**src/rtl/control_unit.sv**
```systemverilog
`timescale 1ns/1ps
`default_nettype none
// ============================================================================
// Module      : control_unit
// Description : Hardwired Moore sequencer for the single-bus datapath.
//               Fetch T0-T2, opcode-dependent execute T3-T7, HALT.
// Revision    : 1.0 - initial release
// ============================================================================
module control_unit #(
    parameter int INCPC_OP = 14,
    parameter int OPW      = 5
) (
    input  logic        clk,
    input  logic        clr,
    input  logic [31:0] ir,
    input  logic        con_ff,
    output logic [31:0] enable,
    output logic [31:0] busSelect,
    output logic [4:0]  Control_Signals,
    output logic        MD_Read,
    output logic        ReadRAM,
    output logic        WriteRAM,
    output logic        Gra,
    output logic        Grb,
    output logic        Grc,
    output logic        Rin,
    output logic        Rout,
    output logic        BAout,
    output logic        run
);

    localparam int c_en_z   = 18;
    localparam int c_en_y   = 19;
    localparam int c_en_pc  = 20;
    localparam int c_en_mdr = 21;
    localparam int c_en_out = 22;
    localparam int c_en_con = 23;
    localparam int c_en_ir  = 24;
    localparam int c_en_mar = 25;
    localparam int c_en_hi  = 26;
    localparam int c_en_lo  = 27;

    localparam int c_bs_hi  = 16;
    localparam int c_bs_lo  = 17;
    localparam int c_bs_zh  = 18;
    localparam int c_bs_zl  = 19;
    localparam int c_bs_pc  = 20;
    localparam int c_bs_mdr = 21;
    localparam int c_bs_in  = 22;
    localparam int c_bs_c   = 23;

    typedef enum logic [3:0] {
        S_RESET, S_T0, S_T1, S_T2, S_T3, S_T4, S_T5, S_T6, S_T7, S_HALT
    } state_t;

    state_t           r_state;
    logic [OPW-1:0]   w_op;
    logic             w_unused_ir;
    logic             w_rtype, w_imm, w_ldi, w_ld, w_st, w_muldiv, w_negnot;
    logic             w_br, w_jr, w_in, w_out, w_mfhi, w_mflo, w_halt, w_skip;
    logic [2:0]       w_last;
    logic [4:0]       w_alu;

    assign w_op        = ir[31 -: OPW];
    assign w_unused_ir = ^ir[31-OPW:0];

    always_comb begin
        w_rtype  = (w_op >= OPW'(3))  && (w_op <= OPW'(11));
        w_imm    = (w_op >= OPW'(12)) && (w_op <= OPW'(14));
        w_ld     = (w_op == OPW'(0));
        w_ldi    = (w_op == OPW'(1));
        w_st     = (w_op == OPW'(2));
        w_muldiv = (w_op == OPW'(15)) || (w_op == OPW'(16));
        w_negnot = (w_op == OPW'(17)) || (w_op == OPW'(18));
        w_br     = (w_op == OPW'(19));
        w_jr     = (w_op == OPW'(20));
        w_in     = (w_op == OPW'(22));
        w_out    = (w_op == OPW'(23));
        w_mfhi   = (w_op == OPW'(24));
        w_mflo   = (w_op == OPW'(25));
        w_halt   = (w_op == OPW'(27));
        w_skip   = (w_op == OPW'(21)) || (w_op == OPW'(26)) || (w_op >= OPW'(28));
    end

    // Final execute step per opcode class; the step after it returns to T0.
    always_comb begin
        w_last = 3'd3;
        if (w_rtype || w_imm || w_ldi)  w_last = 3'd5;
        else if (w_ld || w_st)          w_last = 3'd7;
        else if (w_muldiv || w_br)      w_last = 3'd6;
        else if (w_negnot)              w_last = 3'd4;
    end

    always_comb begin
        w_alu = 5'd0;
        case (w_op)
            OPW'(4):  w_alu = 5'd1;
            OPW'(5):  w_alu = 5'd2;
            OPW'(6):  w_alu = 5'd3;
            OPW'(7):  w_alu = 5'd4;
            OPW'(8):  w_alu = 5'd5;
            OPW'(9):  w_alu = 5'd6;
            OPW'(10): w_alu = 5'd7;
            OPW'(11): w_alu = 5'd8;
            OPW'(13): w_alu = 5'd2;
            OPW'(14): w_alu = 5'd3;
            OPW'(15): w_alu = 5'd9;
            OPW'(16): w_alu = 5'd10;
            OPW'(17): w_alu = 5'd11;
            OPW'(18): w_alu = 5'd12;
            default:  w_alu = 5'd0;
        endcase
    end

    always_ff @(posedge clk or negedge clr) begin
        if (!clr) begin
            r_state <= S_RESET;
        end else begin
            case (r_state)
                S_RESET: r_state <= S_T0;
                S_T0:    r_state <= S_T1;
                S_T1:    r_state <= S_T2;
                S_T2:    r_state <= w_halt ? S_HALT : (w_skip ? S_T0 : S_T3);
                S_T3:    r_state <= (w_last == 3'd3) ? S_T0 : S_T4;
                S_T4:    r_state <= (w_last == 3'd4) ? S_T0 : S_T5;
                S_T5:    r_state <= (w_last == 3'd5) ? S_T0 : S_T6;
                S_T6:    r_state <= (w_last == 3'd6) ? S_T0 : S_T7;
                S_T7:    r_state <= S_T0;
                S_HALT:  r_state <= S_HALT;
                default: r_state <= S_RESET;
            endcase
        end
    end

    always_comb begin
        enable          = '0;
        busSelect       = '0;
        Control_Signals = '0;
        MD_Read         = 1'b0;
        ReadRAM         = 1'b0;
        WriteRAM        = 1'b0;
        Gra             = 1'b0;
        Grb             = 1'b0;
        Grc             = 1'b0;
        Rin             = 1'b0;
        Rout            = 1'b0;
        BAout           = 1'b0;
        run             = (r_state != S_RESET) && (r_state != S_HALT);
        case (r_state)
            S_T0: begin
                busSelect[c_bs_pc] = 1'b1;
                enable[c_en_mar]   = 1'b1;
                enable[c_en_z]     = 1'b1;
                Control_Signals    = 5'(INCPC_OP);
            end
            S_T1: begin
                busSelect[c_bs_zl] = 1'b1;
                enable[c_en_pc]    = 1'b1;
                enable[c_en_mdr]   = 1'b1;
                MD_Read            = 1'b1;
                ReadRAM            = 1'b1;
            end
            S_T2: begin
                busSelect[c_bs_mdr] = 1'b1;
                enable[c_en_ir]     = 1'b1;
            end
            S_T3: begin
                if (w_rtype || w_imm) begin
                    Grb = 1'b1; Rout = 1'b1; enable[c_en_y] = 1'b1;
                end else if (w_ld || w_ldi || w_st) begin
                    Grb = 1'b1; BAout = 1'b1; enable[c_en_y] = 1'b1;
                end else if (w_muldiv) begin
                    Gra = 1'b1; Rout = 1'b1; enable[c_en_y] = 1'b1;
                end else if (w_negnot) begin
                    Grb = 1'b1; Rout = 1'b1; enable[c_en_z] = 1'b1;
                    Control_Signals = w_alu;
                end else if (w_br) begin
                    Gra = 1'b1; Rout = 1'b1; enable[c_en_con] = 1'b1;
                end else if (w_jr) begin
                    Gra = 1'b1; Rout = 1'b1; enable[c_en_pc] = 1'b1;
                end else if (w_in) begin
                    busSelect[c_bs_in] = 1'b1; Gra = 1'b1; Rin = 1'b1;
                end else if (w_out) begin
                    Gra = 1'b1; Rout = 1'b1; enable[c_en_out] = 1'b1;
                end else if (w_mfhi) begin
                    busSelect[c_bs_hi] = 1'b1; Gra = 1'b1; Rin = 1'b1;
                end else if (w_mflo) begin
                    busSelect[c_bs_lo] = 1'b1; Gra = 1'b1; Rin = 1'b1;
                end
            end
            S_T4: begin
                if (w_rtype) begin
                    Grc = 1'b1; Rout = 1'b1; enable[c_en_z] = 1'b1;
                    Control_Signals = w_alu;
                end else if (w_imm || w_ld || w_ldi || w_st) begin
                    busSelect[c_bs_c] = 1'b1; enable[c_en_z] = 1'b1;
                    Control_Signals = w_alu;
                end else if (w_muldiv) begin
                    Grb = 1'b1; Rout = 1'b1; enable[c_en_z] = 1'b1;
                    Control_Signals = w_alu;
                end else if (w_negnot) begin
                    busSelect[c_bs_zl] = 1'b1; Gra = 1'b1; Rin = 1'b1;
                end else if (w_br) begin
                    busSelect[c_bs_pc] = 1'b1; enable[c_en_y] = 1'b1;
                end
            end
            S_T5: begin
                if (w_rtype || w_imm || w_ldi) begin
                    busSelect[c_bs_zl] = 1'b1; Gra = 1'b1; Rin = 1'b1;
                end else if (w_ld || w_st) begin
                    busSelect[c_bs_zl] = 1'b1; enable[c_en_mar] = 1'b1;
                end else if (w_muldiv) begin
                    busSelect[c_bs_zl] = 1'b1; enable[c_en_lo] = 1'b1;
                end else if (w_br) begin
                    busSelect[c_bs_c] = 1'b1; enable[c_en_z] = 1'b1;
                end
            end
            S_T6: begin
                if (w_ld) begin
                    MD_Read = 1'b1; ReadRAM = 1'b1; enable[c_en_mdr] = 1'b1;
                end else if (w_st) begin
                    Gra = 1'b1; Rout = 1'b1; enable[c_en_mdr] = 1'b1;
                end else if (w_muldiv) begin
                    busSelect[c_bs_zh] = 1'b1; enable[c_en_hi] = 1'b1;
                end else if (w_br && con_ff) begin
                    busSelect[c_bs_zl] = 1'b1; enable[c_en_pc] = 1'b1;
                end
            end
            S_T7: begin
                if (w_ld) begin
                    busSelect[c_bs_mdr] = 1'b1; Gra = 1'b1; Rin = 1'b1;
                end else if (w_st) begin
                    WriteRAM = 1'b1;
                end
            end
            default: ;
        endcase
    end

endmodule
`default_nettype wire

```
**config.mk**
```make
export PLATFORM = sky130hd
export DESIGN_NAME = control_unit
export DESIGN_NICKNAME = d
export VERILOG_FILES = /design/src/rtl/control_unit.sv
export SDC_FILE = /design/constraint.sdc
export NUM_CORES = 1
export LEC_CHECK = 0
export ABC_AREA = 1
export CAP_MARGIN = 40
export CORE_ASPECT_RATIO = 0.9
export CORE_MARGIN = 4
export CORE_UTILIZATION = 33
export CTS_BUF_LIST = sky130_fd_sc_hd__clkbuf_8
export DETAILED_ROUTE_END_ITERATION = 10
export PLACE_DENSITY = 0.8
export SLEW_MARGIN = 30
export SYNTH_ARGS = -nofsm -noshare
export SYNTH_HDL_FRONTEND = slang
export SYNTH_SLANG_ARGS = --single-unit
```
**constraint.sdc**
```tcl
create_clock -name clk -period 1.3 [get_ports clk]
set_input_delay 0.13 -clock clk [delete_from_list [all_inputs] [get_ports clk]]
set_output_delay 0.13 -clock clk [all_outputs]
set_load 0.02 [all_outputs]
```
Word-level counts from Yosys, hierarchy flattened
Memory sizes are Yosys's and may differ from the RTL's.
Cells that the tools add are included.
- ROM bits: 128
- logic and storage cells: 206
- register bits after elaboration: 4
- memories kept: 1
- memory bits (writable): 0
- output and inout port bits: 79
- bits in latches: 0
- memory list (memory ; depth ; width ; read ports ; clocked after memory_dff ; wr ports ; RTL line ; source):
    (name not given) ; 32 ; 4 ; 1 ; 0 ; 0 ; 96 ; case (w_op)
- multipliers: 0
- div/mod/pow operators: 0
- bitwise operators: 0
- equal/unequal tests: 29
- $add $sub $neg: 0
- shift-type cells: 0
- reductions and logical operators: 21
- muxes and demuxes: 149
- $lt $le $gt $ge: 5
- operators by type and width (operator ; number):
    2-to-1 mux 1 bit ; 97
    equality test 5 bit (second input constant) ; 12
    2-to-1 mux 2 bit ; 19
    case mux 4 bit (9 select lines) ; 1
    2-to-1 mux 5 bit ; 7
    2-to-1 mux 3 bit ; 8
    equality test 4 x 3 -> 1 bit (second input constant) ; 4
    case mux 1 bit (2 select lines) ; 8
    case mux 5 bit (3 select lines) ; 1
    logical OR 1 bit ; 13
    case mux 1 bit (4 select lines) ; 3
    <= comparator 5 x 4 -> 1 bit (second input constant) ; 2
    equality test 3 bit (second input constant) ; 3
    equality test 4 x 2 -> 1 bit (second input constant) ; 2
    equality test 4 bit (second input constant) ; 2
    2-to-1 mux 4 bit ; 2
    case mux 1 bit (3 select lines) ; 2
    equality test 5 x 1 -> 1 bit (second input constant) ; 1
    equality test 5 x 2 -> 1 bit (second input constant) ; 1
    equality test 5 x 4 -> 1 bit (second input constant) ; 1
    greater-or-equal comparator 5 x 2 -> 1 bit (second input constant) ; 1
    greater-or-equal comparator 5 x 4 -> 1 bit (second input constant) ; 1
    greater-or-equal comparator 5 bit (second input constant) ; 1
    logical NOT 5 bit ; 1
    other kinds (8) ; 11

Depth between registers and ports, before layout
Gate-level depths: netlist (run 1).
- depth in word-level cells: 12
- mapped depth: 11
- depth with buffers taken out: 11

Least setup slack after synthesis (run 1)
OpenSTA, ideal clock, no wires.
- path kind: register to output
- start: register r_state[3]
- end: output ReadRAM
- path slack: -509 ps
- data arrival time: 1679 ps
- cell stages (with the launch flop): 7
- path buffers: 1
- cells stage by stage: dfrtp_1 -> inv_2 -> nand2_2 -> nor3_2 -> inv_1 -> o21ai_0 -> buf_4
- longest elaborated chain between the ends: 2
- elaborated cells between the ends (all ways): 3
- those cells by class: 2 x eq/ne; 1 x mux
- ends and longest elaborated chain (what ; RTL line ; source):
    start: declaration ; 56 ; state_t r_state;
    start signal: assignment ; 123 ; S_T2: r_state <= w_halt ? S_HALT : (w_skip ? S_T0 : S_T3);
    start signal: assignment ; 124 ; S_T3: r_state <= (w_last == 3'd3) ? S_T0 : S_T4;
    start signal: assignment ; 125 ; S_T4: r_state <= (w_last == 3'd4) ? S_T0 : S_T5;
    equality test 4 x 3 -> 1 bit or equality test 4 x 2 -> 1 bit (tied branches) ; n/a ;
    case mux 1 bit (2 select lines) * ; n/a ;
    end: declaration ; 21 ; output logic ReadRAM,
Every way passes the cells marked *; elsewhere a longest branch is shown, timed or not.

Worst setup path after layout (run 1)
- start: register r_state[0]
- end: output enable[22]
- longest elaborated chain between the ends: 2
- ends and longest elaborated chain (what ; RTL line ; source):
    equality test 4 x 3 -> 1 bit ; 149 ; case (r_state)
    2-to-1 mux 2 bit ; 149 ;
    end: declaration ; 17 ; output logic [31:0] enable,
No other way between the ends.

==> results of run 1 <==
## cells by family (layout without fill, tap and decap cells)
group,Yosys count,after routing
compound gates,17,17
simple gates,155,155
fa+ha+maj,5,5
buf+inv,91,176
flops,4,4
other cells,1,47
## power by group through the flow
stage / combinational, mW / sequential, mW / clock [mW]
finish: 3.57 / 0.251 / 0.254
CTS: 3.21 / 0.241 / 0.256
floorplan: 1.52 / 0.229 / 0
detailed placement: 2.53 / 0.231 / 0
global placement: 2.50 / 0.231 / 0
global route: 3.79 / 0.259 / 0.269
## cell type report
type / count / area [sq um] / share of cell area [%]
inverters: 36 / 175 / 5.36
multi-input cells: 224 / 1620 / 49.7
clock buffers: 3 / 41.3 / 1.26
well taps: 62 / 77.6 / 2.38
flip-flops and latches: 4 / 101 / 3.10
repair buffers: 137 / 1250 / 38.2
## stage by stage
| stage | cells | setup TNS, ns | utilization [%] |
|---|---|---|---|
| 2_1_floorplan | 319 | -1.04 | - |
| 3_5_place_dp | 439 | -39.41 | 57.0 |
| 4_1_cts | 460 | -9.93 | 68.5 |
| 3_3_place_gp | 439 | -38.14 | 57.0 |
| 5_1_grt | 466 | -14.23 | 71.4 |
| 6_report | 466 | -11.68 | 71.4 |
## cells in the mapped netlist (all sizes together)
master  instances  share of area [%]
nor3            4                1.9
nand3          36                 14
nor4            2               0.78
ha              5                3.9
inv            36                8.6
o211ai          2               0.93
conb            1               0.23
a22oi           1               0.47
nor2           37                 11
nand4          13                5.1
o21ai           7                2.2
a31oi           1               0.39
a21oi           6                2.6
dfrtp           4                6.2
buf            55                 26
nand2          63                 15
## path summary, 6_finish.rpt
check | end | slack [ns]
worst max-delay path | enable[22] | -0.45
worst min-delay path | r_state[3] | 0.12
worst max register to register | r_state[2] | -0.23
worst min register to register | r_state[3] | 0.70
max in group asynchronous | r_state[1] | 1.00
min in group clk | r_state[0] | 0.56
## layout by cell type, fill, tap and decap left out, drive strengths merged, types with 5 or more instances in the layout
cell type,Yosys,final
a21oi,6,6
buf,55,134
conb,1,47
ha,5,5
inv,36,33
nand2,63,63
nand3,36,36
nand4,13,13
nor2,37,37
o21ai,7,7
## timing repair
action	CTS	global route
setup buffers	20	9
resized for setup	296	24
setup endpoints to repair	36	36
pin swaps	39	15
## routing by layer
metal	vias up	wire, microns
li1	1048	-
met1	1042	2570
met2	99	3510
met3	17	503
met4	0	165
met5	-	0
==> results summary, run 1 <==
The setup slack after layout is -0.452 ns. By area, the combinational part of the netlist is dominated by simple AND/OR/NAND/NOR gates. For this run, global-route usage on met2 was measured as 38.1%. The port buffer count came out at 39.

The number of antenna violations at the first check in global routing is 0. The routing usage on met1 is 26.6%. The depth of the most critical reg-to-reg path came out at 10.

The combinational fraction of design power came out at 87.6%. The flow ran to the end, but the final reports show violations. The number of pins exceeding their max-slew limit in the final report is 0. The count of antenna-violating nets left after detailed routing is 0. The worst hold slack came out at 0.120 ns. The share of total power dissipated in the clock network is 6.2%. The post-route minimum period came out at 1.75 ns. The number of hold violations in the final report came out at 0. In this run the cell area measured after placement is 0.00261 sq mm. The synthesized area per cell is 5.89 sq um. The number of buffers inserted for hold repair after clock tree synthesis came out at 0. The number of buffers and inverters on the critical path is 2. Of the cells placed in the final design, the portion with a size suffix greater than 1 is 61.9%. The xor/xnor cell area share of the yosys netlist is 0%. At the worst endpoint, the arrival time is 1.62 ns. The type of the worst setup path is reg2out. The signal on the critical path passes through inv_4 > nand2_4 > nor2_4 > nand2_2 > nor2_4 > nand3_4 > nor2_4 > buf_6. The horizontal extent of the die is 81.6 microns. Summed over all layers, the routed wires come to 6750 microns.

The clock latency of the later-clocked register in the worst-skew pair is 0.21 ns. The final weighted congestion of routability-driven global placement came out at 0.930. The total DRC errors in the routed layout is 0. Dividing total power by cell area gives a power density of 1250 mW/mm^2. The net switching power is 2.06 mW.

The worst-path cell with the longest stage delay is sky130_fd_sc_hd__dfrtp_1. The die outline height came out at 74.2 microns. The unique cell type count in the Yosys netlist came out at 29. In the final routed layout, each cell accounts on average for 14.5 microns. The leakage power figure came out at 1.64 nW. The internal power is 2.02 mW. Setup repair after global routing could not meet its margin everywhere. The register with the most flip-flops is r_state. The required arrival time at the worst endpoint is 1.17 ns.

The half-perimeter wire length after placement came out at 4720 microns. The number of buffers inserted during clock tree synthesis came out at 3. In this design, the stage delay of the slowest critical-path cell is 0.41 ns. The yosys synthesis warning count came out at 0. The path class of the tightest hold or removal check is in2async. The maximum clock frequency is 571 MHz.

The maximum net fanout on the critical path came out at 5. In this design, the critical path's most frequently occurring cell is sky130_fd_sc_hd__nor2_4. The worst setup path is launched from a flip-flop. The worst register-to-register path begins at r_state[3]. The area enclosed by the die boundary came out at 0.00605 sq mm.

The pin count of the biggest net entering global routing came out at 8. The final clock period utilization by the worst path came out at 135%. The number of global-route vias before repair was 2132. Clock tree synthesis found a total of 4 sinks.

The global-route wire length before repair is 10100 microns. The kind of cell adding the most delay to the critical path is simple AND/OR/NAND/NOR gates. The count of fill cells added during filler insertion is 327. The post-synthesis sequential element count is 4. The sequential fraction of the synthesis area is 6.23%. The post-layout instance area is 0.00327 sq mm. The post-route clock skew is 0.00221 ns.

Per report_power, the sequential group accounts for 6.2% of the total. Tracing the worst setup path back leads to its startpoint at r_state[0]. After detailed routing, the number of vias per cell comes to 4.73. The count of H-tree levels built during CTS is 1. The area added between synthesis and finish came out at 103%. The worst setup path is captured at an output port. The met3 usage is 3.15%. The standard-cell row count came out at 23. The post-synthesis cell count is 273. The worst-case clock buffer depth is 2.

The total I/O pin count is 114. After synthesis, the share of cell area in mux cells is 0%. The total power is 4.08 mW.

The post-placement worst setup slack is -1.36 ns. The final setup violation count is 36. The number of flip-flops in the largest register is 4. The number of antenna cells inserted came out at 0. The tool flagged a number of max-cap violations equal to 0.

The cell sitting at the root of the clock tree is a sky130_fd_sc_hd__clkbuf_8. The switching part of the total power came out at 50.5%. The clock input transition at the sequential cells of the worst setup and hold paths is 0.03 ns. The initial utilization of the core area, before any placement, comes to 35.1%. The total global-route track usage is 21.1%. The worst ir drop on vdd is 0.989 mV. The total grt overflow came out at 0. The largest registers in the layout are r_state (4). The first routing iteration left 123 violations. The fraction of the mapped netlist area in compound gates came out at 6.54%. Summing over every cut layer, the via total after detailed routing is 2206. The post-synthesis simple-gate area fraction came out at 48.7%. The area share of fa/ha/maj cells after synthesis is 3.89%. The final layout contains 446 nets. The detailed-routing iteration count for the pre-antenna-repair pass came out at 4. The area of the core came out at 0.00458 sq mm. The post-synthesis instance area is 0.00161 sq mm. The number of gates on the worst path with buffers counted came out at 8. The checks that failed: negative setup slack. TritonCTS built the clock tree.

After global routing, the most crowded layer is met2.
Power figures use the tool's default switching activity.
==> run 2, diff against run 1 <==
--- a/config.mk
+++ b/config.mk
@@ -7,12 +7,13 @@
 export LEC_CHECK = 0
 export ABC_AREA = 1
 export CAP_MARGIN = 40
-export CORE_ASPECT_RATIO = 0.9
+export CORE_ASPECT_RATIO = 1.25
 export CORE_MARGIN = 4
-export CORE_UTILIZATION = 33
-export CTS_BUF_LIST = sky130_fd_sc_hd__clkbuf_8
+export CORE_UTILIZATION = 32
+export CTS_BUF_LIST = sky130_fd_sc_hd__clkbuf_16
 export DETAILED_ROUTE_END_ITERATION = 10
-export PLACE_DENSITY = 0.8
+export PLACE_DENSITY = 0.78
+export RECOVER_POWER = 100
 export SLEW_MARGIN = 30
 export SYNTH_ARGS = -nofsm -noshare
 export SYNTH_HDL_FRONTEND = slang
==> results summary, run 2 (synthesized netlist as in run 1, its figures left out) <==
The run finished, with violations left. The checks that failed: negative setup slack. The total I/O pin count came to 114 (unchanged). The post-route clock skew was 0.00182 ns (-0.000394 ns). The startpoint identified for the worst register-to-register timing path is r_state[3].

The final routed wire length divided by cell count came out at 15.8 microns (+9.3%). The area enclosed by the die boundary came out at 0.00623 sq mm (+2.9%). The final weighted congestion of routability-driven global placement was 0.953 (+2.5%).

The worst-case clock buffer depth came out at 2 (unchanged). The pin count of the biggest net entering global routing came out at 9 (+1). In this run the clock root is driven by a sky130_fd_sc_hd__clkbuf_16. Walking the worst path, the cells encountered are inv_1 > nand2_2 > nor2_2 > nand4_1 > buf_4 > nand4_1 > buf_4.

The final setup violation count was 36 (unchanged). The global-route wire length before repair came out at 10200 microns (+0.82%). The kind of start point of the critical path is a flip-flop. The half-perimeter wire length after placement is 4680 microns (-0.93%). The number of hold violations in the final report came out at 0 (unchanged). The setup path with the least slack is of type reg2out. The post-layout utilization of the core came out at 69.7% (-1.6 points). The number of pins exceeding their max-slew limit in the final report was 0 (unchanged). The total grt overflow is 0 (unchanged).

More flip-flops sit in one register than any other, and that register is r_state. The total global-route track usage came out at 20.4% (-0.74 points). The number of DRC violations after detailed-routing iteration 0 is 229 (+86%).

The accumulated negative setup slack is -11.00 ns (+0.680 ns). The max capacitance violation total came out at 0 (unchanged). The count of H-tree levels built during CTS is 1 (unchanged). The final clock period utilization by the worst path came out at 139% (+3.9 points). The horizontal extent of the die came out at 71.4 microns (-12%).

The leakage power figure was 1.71 nW (+3.9%). The worst hold slack came out at 0.177 ns (+0.0570 ns). TritonCTS built the clock tree. The post-route minimum period is 1.80 ns (+0.0502 ns). The worst ir drop on vdd came out at 0.795 mV (-20%). The number of antenna cells inserted was 0 (unchanged).

The largest registers in the layout are r_state (4). The total DRC errors in the routed layout is 0 (unchanged). From synthesis to final layout, the design area changed by 108%. The number of cells in the finished layout apart from fillers came out at 474 (+1.7%). The setup slack after layout is -0.503 ns (-0.0502 ns).

The worst endpoint data arrival time came out at 1.67 ns (+0.05 ns). The power density relative to cell area is 1260 mW/mm^2 (+1.2%). The number of instances in the placed design is 442 (+0.68%). Setup repair after global routing could not meet its margin everywhere. The standard-cell row count came out at 28 (+22%). Leaving out fill and tap cells, the most frequent cells in the layout are 93 x sky130_fd_sc_hd__buf_4, 47 x sky130_fd_sc_hd__conb_1, 46 x sky130_fd_sc_hd__buf_6. The nature of the critical path endpoint is an output port. The fraction of final layout cells with drive strength greater than 1 is 64.5% (+2.6 points). The maximum single-stage delay on the critical path is 0.41 ns (about the same). The maximum net fanout on the critical path is 3 (-2).

The post-placement worst setup slack came out at -1.33 ns (+0.0280 ns). The detailed-routing iteration count for the pre-antenna-repair pass is 4 (unchanged). The required arrival time at the worst endpoint came out at 1.17 ns (about the same). The clock latency of the later-clocked register in the worst-skew pair is 0.23 ns (+0.02 ns).

Tracing the worst setup path back leads to its startpoint at r_state[2]. The area of the core is 0.00480 sq mm (+4.9%). The number of global-route vias before repair came out at 2175 (+2.0%). The path category of the worst min-delay check is in2async. The port buffer count came out at 39 (unchanged).

The die outline height is 87.3 microns (+18%). The post-detailed-route via-to-cell ratio is 4.97 (+5.0%). The worst-path cell with the longest stage delay is sky130_fd_sc_hd__dfrtp_1.

The number of flip-flops in the largest register is 4 (unchanged). The vias after detailed routing is 2357 (+6.8%). The maximum clock frequency came to 555 MHz (-2.8%). The TritonCTS sink count came out at 4 (unchanged).

The count of antenna-violating nets left after detailed routing is 0 (unchanged). The clock input transition at the sequential cells of the worst setup and hold paths is 0.03 ns (about the same). The final routed wirelength across all metal layers was 7500 microns (+11%).

The number of buffers inserted during clock tree synthesis was 3 (unchanged). The number of antenna violations at the first check in global routing is 0 (unchanged). The net count of the finished layout came out at 456 (+2.2%). Leaving out fill and tap cells, the most frequent cell in the layout is sky130_fd_sc_hd__buf_4. The initial cell density of the core is 33.5% (-1.6 points).
==> run 2: cell count changes in the layout (fill, tap and decap cells not counted), sizes merged <==
cell / delta
clkbuf: +1
buf: +10
dlygate4sd3: +1
clkdlybuf4s50: -1
clkinv: -1
clkdlybuf4s15: -1
inv: +1
==> run 2: per-layer routing <==
layer,vias to the layer above,wire [microns],GRT usage [%]
li1,1073,-,-
met1,1097,2540,21.7
met2,146,3930,40.5
met3,41,554,1.62
met4,0,481,8.03
met5,-,0,0
==> run 2: critical path, delay by kind of cell (launching register included) <==
kind          cells  cell delay [ns]
flops             1             0.41
buf+inv           3             0.50
simple gates      4             0.55
==> run 2: worst paths after layout <==
kind / end / slack (ns) / cells past startpoint
max in group asynchronous: r_state[0] / 0.94 / 1
min in group clk: r_state[0] / 0.56 / 7
max reg2reg: r_state[0] / -0.16 / 8
min reg2reg: r_state[3] / 0.71 / 3
max: Rin / -0.50 / 7
min: r_state[1] / 0.18 / 1
==> run 2: area by class of cell <==
cell class | count | area (sq um)
Clock buffer | 3 | 75.1
Fill cell | 320 | 1450
Inverter | 36 | 160
Multi-Input combinational cell | 224 | 1650
Sequential cell | 4 | 101
Tap cell | 60 | 75.1
Timing Repair Buffer | 147 | 1290
==> run 2: report_power, final <==
part	internal, mW	leakage [nW]	switching [mW]
logic	1.56	1.62	1.95
registers	0.183	0.0496	0.0531
clock network	0.393	0.0370	0.0909
total	2.13	1.71	2.10
==> run 2: what timing repair did <==
action / in CTS / in global routing
gates resized for setup: 268 / 55
hold buffers: 0 / 0
setup endpoints to repair: 36 / 36
setup buffers: 16 / 20
pin swaps: 52 / 27
==> run 2: stage by stage <==
step	instance area [sq um]	total power, mW
2_1_floorplan	2010	1.75
3_3_place_gp	2650	2.83
3_5_place_dp	2650	2.87
4_1_cts	3050	3.65
5_1_grt	3350	4.42
6_report	3350	4.23
